File: src/rtl/cfg_apb_bridge.sv
// APB write-only slave that turns each host write into one coefficient-RAM write command.
// Optional WAIT timeout is compiled in when CFG_TIMEOUT_EN is defined.
module cfg_apb_bridge #(
   parameter int ADDR_WIDTH     = 7,
   parameter int DATA_WIDTH     = 32,
   parameter int TAPS           = 72,
   parameter int NUM_DENUM      = 5,
   parameter int NUM_CTRL       = 6,
   parameter int TIMEOUT_CYCLES = 16
) (
   input  logic                         clk,
   input  logic                         rst,
   input  logic                         PSEL,
   input  logic                         PENABLE,
   input  logic                         PWRITE,
   input  logic [ADDR_WIDTH-1:0]        PADDR,
   input  logic signed [DATA_WIDTH-1:0] PWDATA,
   output logic                         PREADY,
   output logic                         PSLVERR,
   output logic                         FRAC_DECI_EN,
   output logic                         IIR_EN,
   output logic                         CTRL_EN,
   output logic                         CIC_R_EN,
   output logic                         WR_EN,
   output logic                         WR_STB,
   output logic [ADDR_WIDTH-1:0]        DATA_ADDR,
   output logic signed [DATA_WIDTH-1:0] DATA_IN,
   input  logic                         RAM_READY,
   output logic [7:0]                   WR_CNT
);

   localparam int CTRL_BASE = TAPS + NUM_DENUM;
   localparam int CIC_ADDR  = TAPS + NUM_DENUM + NUM_CTRL;

   if (CIC_ADDR + 1 > 2 ** ADDR_WIDTH) begin : g_map_check
      $error("cfg_apb_bridge: address map does not fit in ADDR_WIDTH");
   end
   if (TIMEOUT_CYCLES < 1) begin : g_timeout_check
      $error("cfg_apb_bridge: TIMEOUT_CYCLES must be at least 1");
   end

   typedef enum logic [2:0] {
      S_IDLE,
      S_CMD,
      S_WAIT,
      S_RESP,
      S_ERR
   } state_t;

   state_t                  state_q, state_d;
   logic [ADDR_WIDTH-1:0]   addr_q;
   logic [DATA_WIDTH-1:0]   data_q;
   // One-hot region of the held address: {cic, ctrl, iir, frac}; zero means reject.
   logic [3:0]              region_q, region_d;
   logic                    setup;
   logic                    active;

   assign setup = (state_q == S_IDLE) && PSEL && !PENABLE;

   // NOTE: every always_comb output gets a default before any branch, so no latch can be inferred.
   always_comb begin
      region_d = 4'b0000;
      if (PWRITE) begin
         if (int'(PADDR) < TAPS)           region_d = 4'b0001;
         else if (int'(PADDR) < CTRL_BASE) region_d = 4'b0010;
         else if (int'(PADDR) < CIC_ADDR)  region_d = 4'b0100;
         else if (int'(PADDR) == CIC_ADDR) region_d = 4'b1000;
      end
   end

`ifdef CFG_TIMEOUT_EN
   localparam int TO_W = $clog2(TIMEOUT_CYCLES + 1);
   logic [TO_W-1:0] to_cnt_q;
   logic            to_hit;

   assign to_hit = !RAM_READY && (to_cnt_q == TO_W'(TIMEOUT_CYCLES - 1));

   always_ff @(posedge clk) begin
      if (rst) begin
         to_cnt_q <= '0;
      end else if (state_q != S_WAIT) begin
         to_cnt_q <= '0;
      end else if (!RAM_READY) begin
         to_cnt_q <= to_cnt_q + 1'b1;
      end
   end
`endif

   always_comb begin
      state_d = state_q;
      unique case (state_q)
         S_IDLE: begin
            if (setup) state_d = (region_d != 4'b0000) ? S_CMD : S_ERR;
         end
         S_CMD: state_d = PSEL ? S_WAIT : S_IDLE;
         S_WAIT: begin
            if (!PSEL)          state_d = S_IDLE;
            else if (RAM_READY) state_d = S_RESP;
`ifdef CFG_TIMEOUT_EN
            else if (to_hit)    state_d = S_ERR;
`endif
         end
         S_RESP:  state_d = S_IDLE;
         S_ERR:   state_d = S_IDLE;
         default: state_d = S_IDLE;
      endcase
   end

   // NOTE: sequential state uses non-blocking assignments so all registers update from pre-edge values.
   always_ff @(posedge clk) begin
      if (rst) begin
         state_q  <= S_IDLE;
         addr_q   <= '0;
         data_q   <= '0;
         region_q <= '0;
         WR_CNT   <= '0;
      end else begin
         state_q <= state_d;
         if (setup) begin
            addr_q   <= PADDR;
            data_q   <= PWDATA;
            region_q <= region_d;
         end
         if (state_q == S_WAIT && state_d == S_RESP) WR_CNT <= WR_CNT + 8'd1;
      end
   end

   // Outputs depend only on registers, never on the P* inputs.
   assign active       = (state_q == S_CMD) || (state_q == S_WAIT);
   assign FRAC_DECI_EN = active && region_q[0];
   assign IIR_EN       = active && region_q[1];
   assign CTRL_EN      = active && region_q[2];
   assign CIC_R_EN     = active && region_q[3];
   assign WR_EN        = active;
   assign WR_STB       = (state_q == S_CMD);
   assign PREADY       = (state_q == S_RESP) || (state_q == S_ERR);
   assign PSLVERR      = (state_q == S_ERR);
   assign DATA_ADDR    = addr_q;
   assign DATA_IN      = data_q;

endmodule

File: config.mk
export PLATFORM = sky130hd
export DESIGN_NAME = cfg_apb_bridge
export DESIGN_NICKNAME = d
export VERILOG_FILES = /design/src/rtl/cfg_apb_bridge.sv
export SDC_FILE = /design/constraint.sdc
export NUM_CORES = 1
export LEC_CHECK = 0
export BUFFER_PORTS_ARGS = -buffer_cell sky130_fd_sc_hd__buf_2
export CAP_MARGIN = 20
export CORE_MARGIN = 10
export CORE_UTILIZATION = 30
export DETAILED_ROUTE_END_ITERATION = 8
export GPL_ROUTABILITY_DRIVEN = 1
export PLACE_DENSITY = 0.67
export SETUP_SLACK_MARGIN = 0.02
export SYNTH_ARGS = -nofsm -noshare
export SYNTH_HDL_FRONTEND = slang
export SYNTH_SLANG_ARGS = --single-unit
File: constraint.sdc
create_clock -name clk -period 2.2 [get_ports clk]
set_input_delay 0.66 -clock clk [delete_from_list [all_inputs] [get_ports clk]]
set_output_delay 0.66 -clock clk [all_outputs]
set_load 0.01 [all_outputs]
==> results of run 1 <==
==> placed cells by master, fill, tap and decap left out, types with 2 or more instances in the layout <==
cell / n
clkbuf_8: 5
buf_2: 99
buf_4: 3
clkbuf_1: 2
a21oi_1: 45
inv_1: 3
or3_1: 2
nand3_1: 3
nand2_1: 89
nor2_1: 9
o21a_1: 2
o21ai_0: 2
nor4_1: 3
nor3b_1: 2
and2_1: 4
buf_12: 3
dfxtp_1: 53
nand4_1: 3
xnor2_1: 6
==> path summary, 6_finish.rpt <==
check | from | endpoint | slack [ns] | cells after the start
setup / recovery | state_q[1] | IIR_EN | 0.19 | 4
hold / removal | region_q[2] | region_q[2] | 0.45 | 2
setup reg to reg | state_q[0] | WR_CNT[7] | 0.42 | 5
hold reg to reg | region_q[2] | region_q[2] | 0.45 | 2
==> critical path, delay by kind of cell, from the launching register on <==
kind          cells  cell delay [ns]
buf+inv           1             0.14
flops             1             0.42
simple gates      2             0.37
xor+xnor          1             0.12
==> stage by stage <==
step / instance area, sq um / hold slack [ns] / utilization / setup WS [ns] / power, mW
final: 2840 / 0.454 / 0.416 / 0.190 / 1.93
after global routing: 2840 / 0.474 / 0.416 / 0.0436 / 2.02
after CTS: 2840 / 0.457 / 0.416 / 0.0329 / 1.96
after detailed placement: 2730 / 0.444 / 0.400 / 0.0629 / 1.29
after global placement: 2730 / 0.437 / 0.400 / 0.0840 / 1.29
after floorplan: 2120 / 0.427 / - / 0.196 / 1.18
==> cells by family after synthesis <==
logic type,count (synthesis),synth area share
XOR/XNOR,7,0.0289
flip-flops,54,0.510
buffers and inverters,20,0.0472
adder cells (fa/ha/maj),1,0.00590
AND/OR/NAND/NOR,127,0.269
AO/OA/AOI/OAI,54,0.139
==> routing by layer <==
| layer | vias up | share of wire | track usage |
|---|---|---|---|
| li1 | 1060 | - | - |
| met1 | 931 | 0.43 | 0.118 |
| met2 | 67 | 0.48 | 0.183 |
| met3 | 3 | 0.088 | 0.0496 |
| met4 | 0 | 0.0042 | 0.0239 |
| met5 | - | 0 | 0 |
==> area by class of cell <==
type | count | area, sq um
multi-input combinational | 189 | 942
fill | 748 | 3990
tap | 96 | 120
clock buffer | 7 | 76.3
sequential | 54 | 1080
clock inverter | 1 | 30.0
inverter | 3 | 11.3
timing repair buffer | 105 | 578
==> flip-flops by register name, indices dropped and copies added, names as in the netlist <==
signal,cells
DATA_IN,32
DATA_ADDR,7
region_q,4
WR_CNT,8
state_q,3
==> power breakdown <==
group          internal [mW]  leakage (nW)  total [mW]  switching (mW)
clock                  0.341        0.0524       0.659           0.318
combinational         0.0997         0.754       0.235           0.135
sequential              1.01         0.440        1.03          0.0174
total                   1.45          1.25        1.93           0.471
==> flow_summary.ini, run 1 <==
[floorplanning]
coreArea_sq_mm = 0.00683
dieHeight_um = 104
die-area_sq_mm = 0.0108
start_util = 0.310
num_rows = 30
io-pin-count = 100
chipWidth_um = 104

[worst_setup_path]
critical_path.cell_chain = xnor2_1 > nor2_2 > and2_1 > buf_2
crit_type = reg2out
crit_path_start_kind = register
crit_arrival_ns = 1.35
cp_slowest_stage_delay_ns = 0.42
slowest_stage = dfxtp_2
cp_data_required_time_ns = 1.54
cp-end-kind = output port
critPathMaxFanout = 7

[run]
maxCapViolations = 0

[clock_network]
clk_latency_ns = 0.30
tritoncts = done
postCtsSetupBuffers = 0
root_buffer = clkbuf_8
cts_made_buffers = 5
ctsResizeCount = 1
clk_pin_slew_worst_paths_ns = 0.10
cts_max_level = 2
cts_sinks = 54
hold_buffers = 0
clock_path_buffers = 2

[global_routing]
grt_usage = 0.107
grt_pass1_wl_um = 9850
grt_overflow = 0
antenna_found_initial = 0
grt_start_max_net_pins = 45
grt_pass1_vias = 2030

[power_and_ir_drop]
p_leak_nw = 1.25
vdd_ir_drop_max_mv = 0.242
p_per_area_mw_per_mm2 = 678

[cells_and_area]
fin_nets = 404
area_delta_synth_final_pct = 33.9
layout-drive-gt1-share = 0.326
final_cells = 455
antenna_cells = 0

[logic_synthesis]
synth_commonest_cells = nand2_1, dfxtp_1, a21oi_1
yosys_warnings = 0
syn_area_per_cell_sq_um = 8.06
synthTopCellsByArea = dfxtp_1, nand2_1, a21oi_1, xnor2_1, buf_2
synth_top_cell_by_area = dfxtp_1
synth_edf_count = 0
yosysTopAreaCellShare = 0.510
ys_ff_latch = 54
synth_nets = 309
syn_area_sq_mm = 0.00212
yosysMostFrequentCell = nand2_1
async_reset_ff_frac = 0
synthCells = 263
synth.distinct_cells = 36
yosysSeqAreaShare = 0.510
yosys_most_used_dff = dfxtp_1

[routing]
drt-initial-drc-count = 87
drc = 0
vias = 2061
ant_nets = 0
vias_per_cell = 4.53
routed_wl_um = 5960
wl_per_cell_um = 13.1
dr.pass1.iters = 4

[outcome]
status = finished, final reports clean

[sta]
finalHoldViolCount = 0
finClkSkew_ns = 0.00922
fin_crit_sh = 0.914
tightest_slew_ns = 0.610
rsz0062_at_grt = no
setup_viol = 0
drv_slew = 0
setup_tns_ns = 0
relSlewSlack = 0.593
min_period_ns = 2.01
timing.fmax_mhz = 498

[place]
globalplace.congestion = 0.807
dp_hpwl_um = 4500
port_buffers = 99
dp.cells = 447

[worst_hold_path]
hp-class = reg2reg
(Power assumes the default switching activity.)
==> run 2: changes to the inputs <==
--- a/config.mk
+++ b/config.mk
@@ -11,6 +11,7 @@
 export CORE_UTILIZATION = 30
 export DETAILED_ROUTE_END_ITERATION = 8
 export GPL_ROUTABILITY_DRIVEN = 1
+export MAX_ROUTING_LAYER = met4
 export PLACE_DENSITY = 0.67
 export SETUP_SLACK_MARGIN = 0.02
 export SYNTH_ARGS = -nofsm -noshare
==> run 2 against run 1 <==
Non-clock buffer count is the same. Worst setup slack lost 0.0033 ns. Clock skew is essentially flat. Register-to-register slack is essentially flat. Core utilization is the same. Count of clock-buffer cells in the layout is the same. Critical path type unchanged. Highest routed layer unchanged.
==> flow_summary.ini, run 2 (synthesized netlist as in run 1, its figures left out) <==
[global_routing]
antenna_found_initial = 0
grt_pass1_wl_um = 9840
grt_pass1_vias = 2032
grt_usage = 0.110
grt_overflow = 0
grt_start_max_net_pins = 45

[place]
globalplace.congestion = 0.819
port_buffers = 99
dp_hpwl_um = 4500

[floorplanning]
dieHeight_um = 104
start_util = 0.310
chipWidth_um = 104
coreArea_sq_mm = 0.00683
io-pin-count = 100
num_rows = 30
die-area_sq_mm = 0.0108

[sta]
finalHoldViolCount = 0
min_period_ns = 2.01
drv_slew = 0
finClkSkew_ns = 0.00915
tightest_slew_ns = 0.610
fin_crit_sh = 0.915
timing.fmax_mhz = 497
setup_tns_ns = 0
rsz0062_at_grt = no
setup_viol = 0
relSlewSlack = 0.593

[routing]
ant_nets = 0
drt-initial-drc-count = 89
vias = 2041
dr.pass1.iters = 4
routed_wl_um = 6000
vias_per_cell = 4.49
drc = 0
wl_per_cell_um = 13.2

[cells_and_area]
largest_reg_flops = 32
multiInputGateArea_sq_um = 942
fin_nets = 404
area_delta_synth_final_pct = 33.9
layout_common_cells = buf_2, nand2_1, dfxtp_1
antenna_cells = 0
layout-drive-gt1-share = 0.326
n_fill_cell = 748
regArea_sq_mm = 0.00108
final_common_cell = buf_2

[run]
maxCapViolations = 0

[clock_network]
cts_sinks = 54
root_buffer = clkbuf_8
clock_path_buffers = 2
clk_latency_ns = 0.30
clk_pin_slew_worst_paths_ns = 0.10
postCtsSetupBuffers = 0
cts_max_level = 2
hold_buffers = 0
tritoncts = done
cts_made_buffers = 5

[worst_setup_path]
crit_arrival_ns = 1.35
cp-end-kind = output port
crit_type = reg2out
crit_path_start_kind = register
cp_data_required_time_ns = 1.54
critPathMaxFanout = 7

[worst_hold_path]
hp-class = reg2reg

[power_and_ir_drop]
p_leak_nw = 1.25
p_total_mw = 1.93
vdd_ir_drop_max_mv = 0.242
p_per_area_mw_per_mm2 = 679

[outcome]
status = finished, final reports clean
-- run 2: cell counts in the layout (fill, tap and decap cells not counted) --
No cell type changed its count.
-- run 2: area by class of cell --
class	count	share of cell area
clock buffers	7	0.0269
clock inverters	1	0.0106
inverters	3	0.00396
multi-input cells	189	0.332
flip-flops and latches	54	0.381
well taps	96	0.0423
repair buffers	105	0.204
-- run 2: through the flow --
stage                     worst slack (ns)   util  cell area (sq um)  instances  hold slack, ns
after global placement              0.0840  0.400               2730        447           0.437
final                                0.187  0.416               2840        455           0.454
after detailed placement            0.0629  0.400               2730        447           0.444
after global routing                0.0436  0.416               2840        455           0.474
after floorplan                      0.196      -               2120        263           0.427
after CTS                           0.0329  0.416               2840        455           0.457
-- run 2: critical path: stages (launching register included) --
cell	delay, ns
dfxtp_2	0.42
xnor2_1	0.12
nor2_2	0.20
and2_1	0.17
buf_2	0.14
-- run 2: layer usage --
layer  up-vias  share of wire  GRT usage
met4         0         0.0078     0.0239
met2        61           0.48      0.182
li1       1059              -          -
met3         4          0.075     0.0403
met1       917           0.44      0.126
met5         -              0          -
-- run 2: where the power goes --
part           internal (mW)  switching (mW)  total, mW
clock                  0.341           0.320      0.662
combinational         0.0997           0.135      0.235
sequential              1.01          0.0174       1.03
-- run 2: worst paths after layout --
check	start	to	slack, ns	depth (start not counted)
worst max-delay path	state_q[1]	IIR_EN	0.19	4
worst max register to register	state_q[0]	WR_CNT[7]	0.42	5
worst min register to register	region_q[2]	region_q[2]	0.45	2
worst min-delay path	region_q[2]	region_q[2]	0.45	2
-- run 2: timing repair --
action	in CTS	in global routing
endpoints found under the setup margin	4	4
hold endpoints to repair	0	0
resized for setup	1	1
==> run 3: changes to the inputs <==
--- a/config.mk
+++ b/config.mk
@@ -7,6 +7,7 @@
 export LEC_CHECK = 0
 export BUFFER_PORTS_ARGS = -buffer_cell sky130_fd_sc_hd__buf_2
 export CAP_MARGIN = 20
+export CORE_ASPECT_RATIO = 1.25
 export CORE_MARGIN = 10
 export CORE_UTILIZATION = 30
 export DETAILED_ROUTE_END_ITERATION = 8
@@ -14,6 +15,7 @@
 export MAX_ROUTING_LAYER = met4
 export PLACE_DENSITY = 0.67
 export SETUP_SLACK_MARGIN = 0.02
+export SLEW_MARGIN = 20
 export SYNTH_ARGS = -nofsm -noshare
 export SYNTH_HDL_FRONTEND = slang
 export SYNTH_SLANG_ARGS = --single-unit
==> run 3 against run 2 <==
Routed wire length increased by 0.20%. Worst setup slack better by 0.029 ns. Largest power group unchanged. Critical path depth stayed put. Die area grew 0.19%. Count of clock-buffer cells in the layout stayed put. Clock skew decreased by 0.0028 ns. Design area down 2.1%. Maximum frequency increased by 1.5%. Final cell count fell by 1.8%. First-iteration DRC count shrank 5.6%.
==> flow_summary.ini, run 3 (synthesized netlist as in run 1, its figures left out) <==
[outcome]
status = finished, final reports clean

[cells_and_area]
stdcell_area_sq_mm = 0.00278
area_delta_synth_final_pct = 31.1
regArea_sq_mm = 0.00108
multiInputGateArea_sq_um = 940
n_fill_cell = 740
antenna_cells = 0
fin_nets = 403
layout-drive-gt1-share = 0.319
final_common_cell = buf_2
largest_reg_flops = 32
layout_common_cells = buf_2, nand2_1, dfxtp_1

[power_and_ir_drop]
p_per_area_mw_per_mm2 = 638
p_total_mw = 1.77
vdd_ir_drop_max_mv = 0.373
p_leak_nw = 1.22

[sta]
fin_crit_sh = 0.902
finalHoldViolCount = 0
min_period_ns = 1.98
finClkSkew_ns = 0.00631
tightest_slew_ns = 0.607
relSlewSlack = 0.595
setup_viol = 0
setup_tns_ns = 0
drv_slew = 0
timing.fmax_mhz = 504
rsz0062_at_grt = no

[place]
place_area_sq_mm = 0.00270
port_buffers = 99
dp_hpwl_um = 4550
globalplace.congestion = 0.768

[floorplanning]
coreArea_sq_mm = 0.00693
die-area_sq_mm = 0.0109
dieHeight_um = 114
io-pin-count = 100
start_util = 0.306
num_rows = 34
chipWidth_um = 95.2

[worst_setup_path]
critPathMaxFanout = 7
cp-end-kind = output port
crit_arrival_ns = 1.32
crit_path_start_kind = register
crit_type = reg2out
cp_data_required_time_ns = 1.54

[clock_network]
root_buffer = clkbuf_8
clk_latency_ns = 0.30
clk_pin_slew_worst_paths_ns = 0.08
tritoncts = done
cts_made_buffers = 5
clock_path_buffers = 2
cts_max_level = 2
hold_buffers = 0
cts_sinks = 54

[global_routing]
grt_pass1_vias = 2043
grt_pass1_wl_um = 9790
grt.met3_usage = 0.0440
antenna_found_initial = 0
gr-usage-met1 = 0.129
use_met2 = 0.181
grt_start_max_net_pins = 45
grt_overflow = 0
grt_usage = 0.114
top_usage_layer = met2

[routing]
ant_nets = 0
vias = 2030
routed_wl_um = 6010
drc = 0
dr.pass1.iters = 4
drt-initial-drc-count = 84
vias_per_cell = 4.54
wl_per_cell_um = 13.4

[worst_hold_path]
hp-class = reg2reg

[run]
maxCapViolations = 0
## run 3: changes by cell type in the layout (fill, tap and decap cells not counted)
cell / delta
buf_12: -1
bufinv_16: -1
nor2_1: +1
nor2_2: -1
## run 3: through the flow
stage | setup WS, ns | utilization | hold WS (ns) | instances
3_3_place_gp | 0.0283 | 0.390 | 0.439 | 440
4_1_cts | 0.0795 | 0.401 | 0.458 | 447
3_5_place_dp | 0.00229 | 0.390 | 0.446 | 440
6_report | 0.216 | 0.401 | 0.455 | 447
5_1_grt | 0.0800 | 0.401 | 0.474 | 447
2_1_floorplan | 0.196 | - | 0.427 | 263
## run 3: layout make-up
class,count,area share
multi-input combinational,189,0.338
tap,90,0.0405
inverter,3,0.00405
timing repair buffer,104,0.201
clock buffer,7,0.0275
sequential,54,0.389
## run 3: repair_timing
item	in CTS	in global routing
gates resized for setup	0	1
buffers inserted	0	0
endpoints found under the hold margin	0	0
setup endpoints to repair	0	4
## run 3: power by group
part	internal, mW	switching (mW)	leakage [nW]	total (mW)
combinational	0.0968	0.133	0.744	0.230
sequential	1.01	0.0183	0.440	1.03
clock	0.220	0.292	0.0383	0.512
total	1.33	0.444	1.22	1.77
## run 3: critical path, cell delays in order, from the launching register on
cell and delay (ns):
dfxtp_2 0.43, xnor2_1 0.11, nor2_1 0.21, and2_1 0.16, buf_2 0.12
## run 3: metal layers
layer / wire length, um / vias up / part of all wire
met3: 487 / 9 / 0.081
met2: 2910 / 64 / 0.48
met4: 96 / 0 / 0.016
li1: - / 1051 / -
met1: 2520 / 906 / 0.42
met5: 0 / - / 0
## run 3: worst paths after layout
check | startpoint | to | slack [ns] | cells after the start
setup / recovery | state_q[1] | FRAC_DECI_EN | 0.22 | 4
hold / removal | DATA_IN[31] | DATA_IN[31] | 0.45 | 2
setup reg to reg | state_q[0] | region_q[1] | 0.37 | 5
hold reg to reg | DATA_IN[31] | DATA_IN[31] | 0.45 | 2
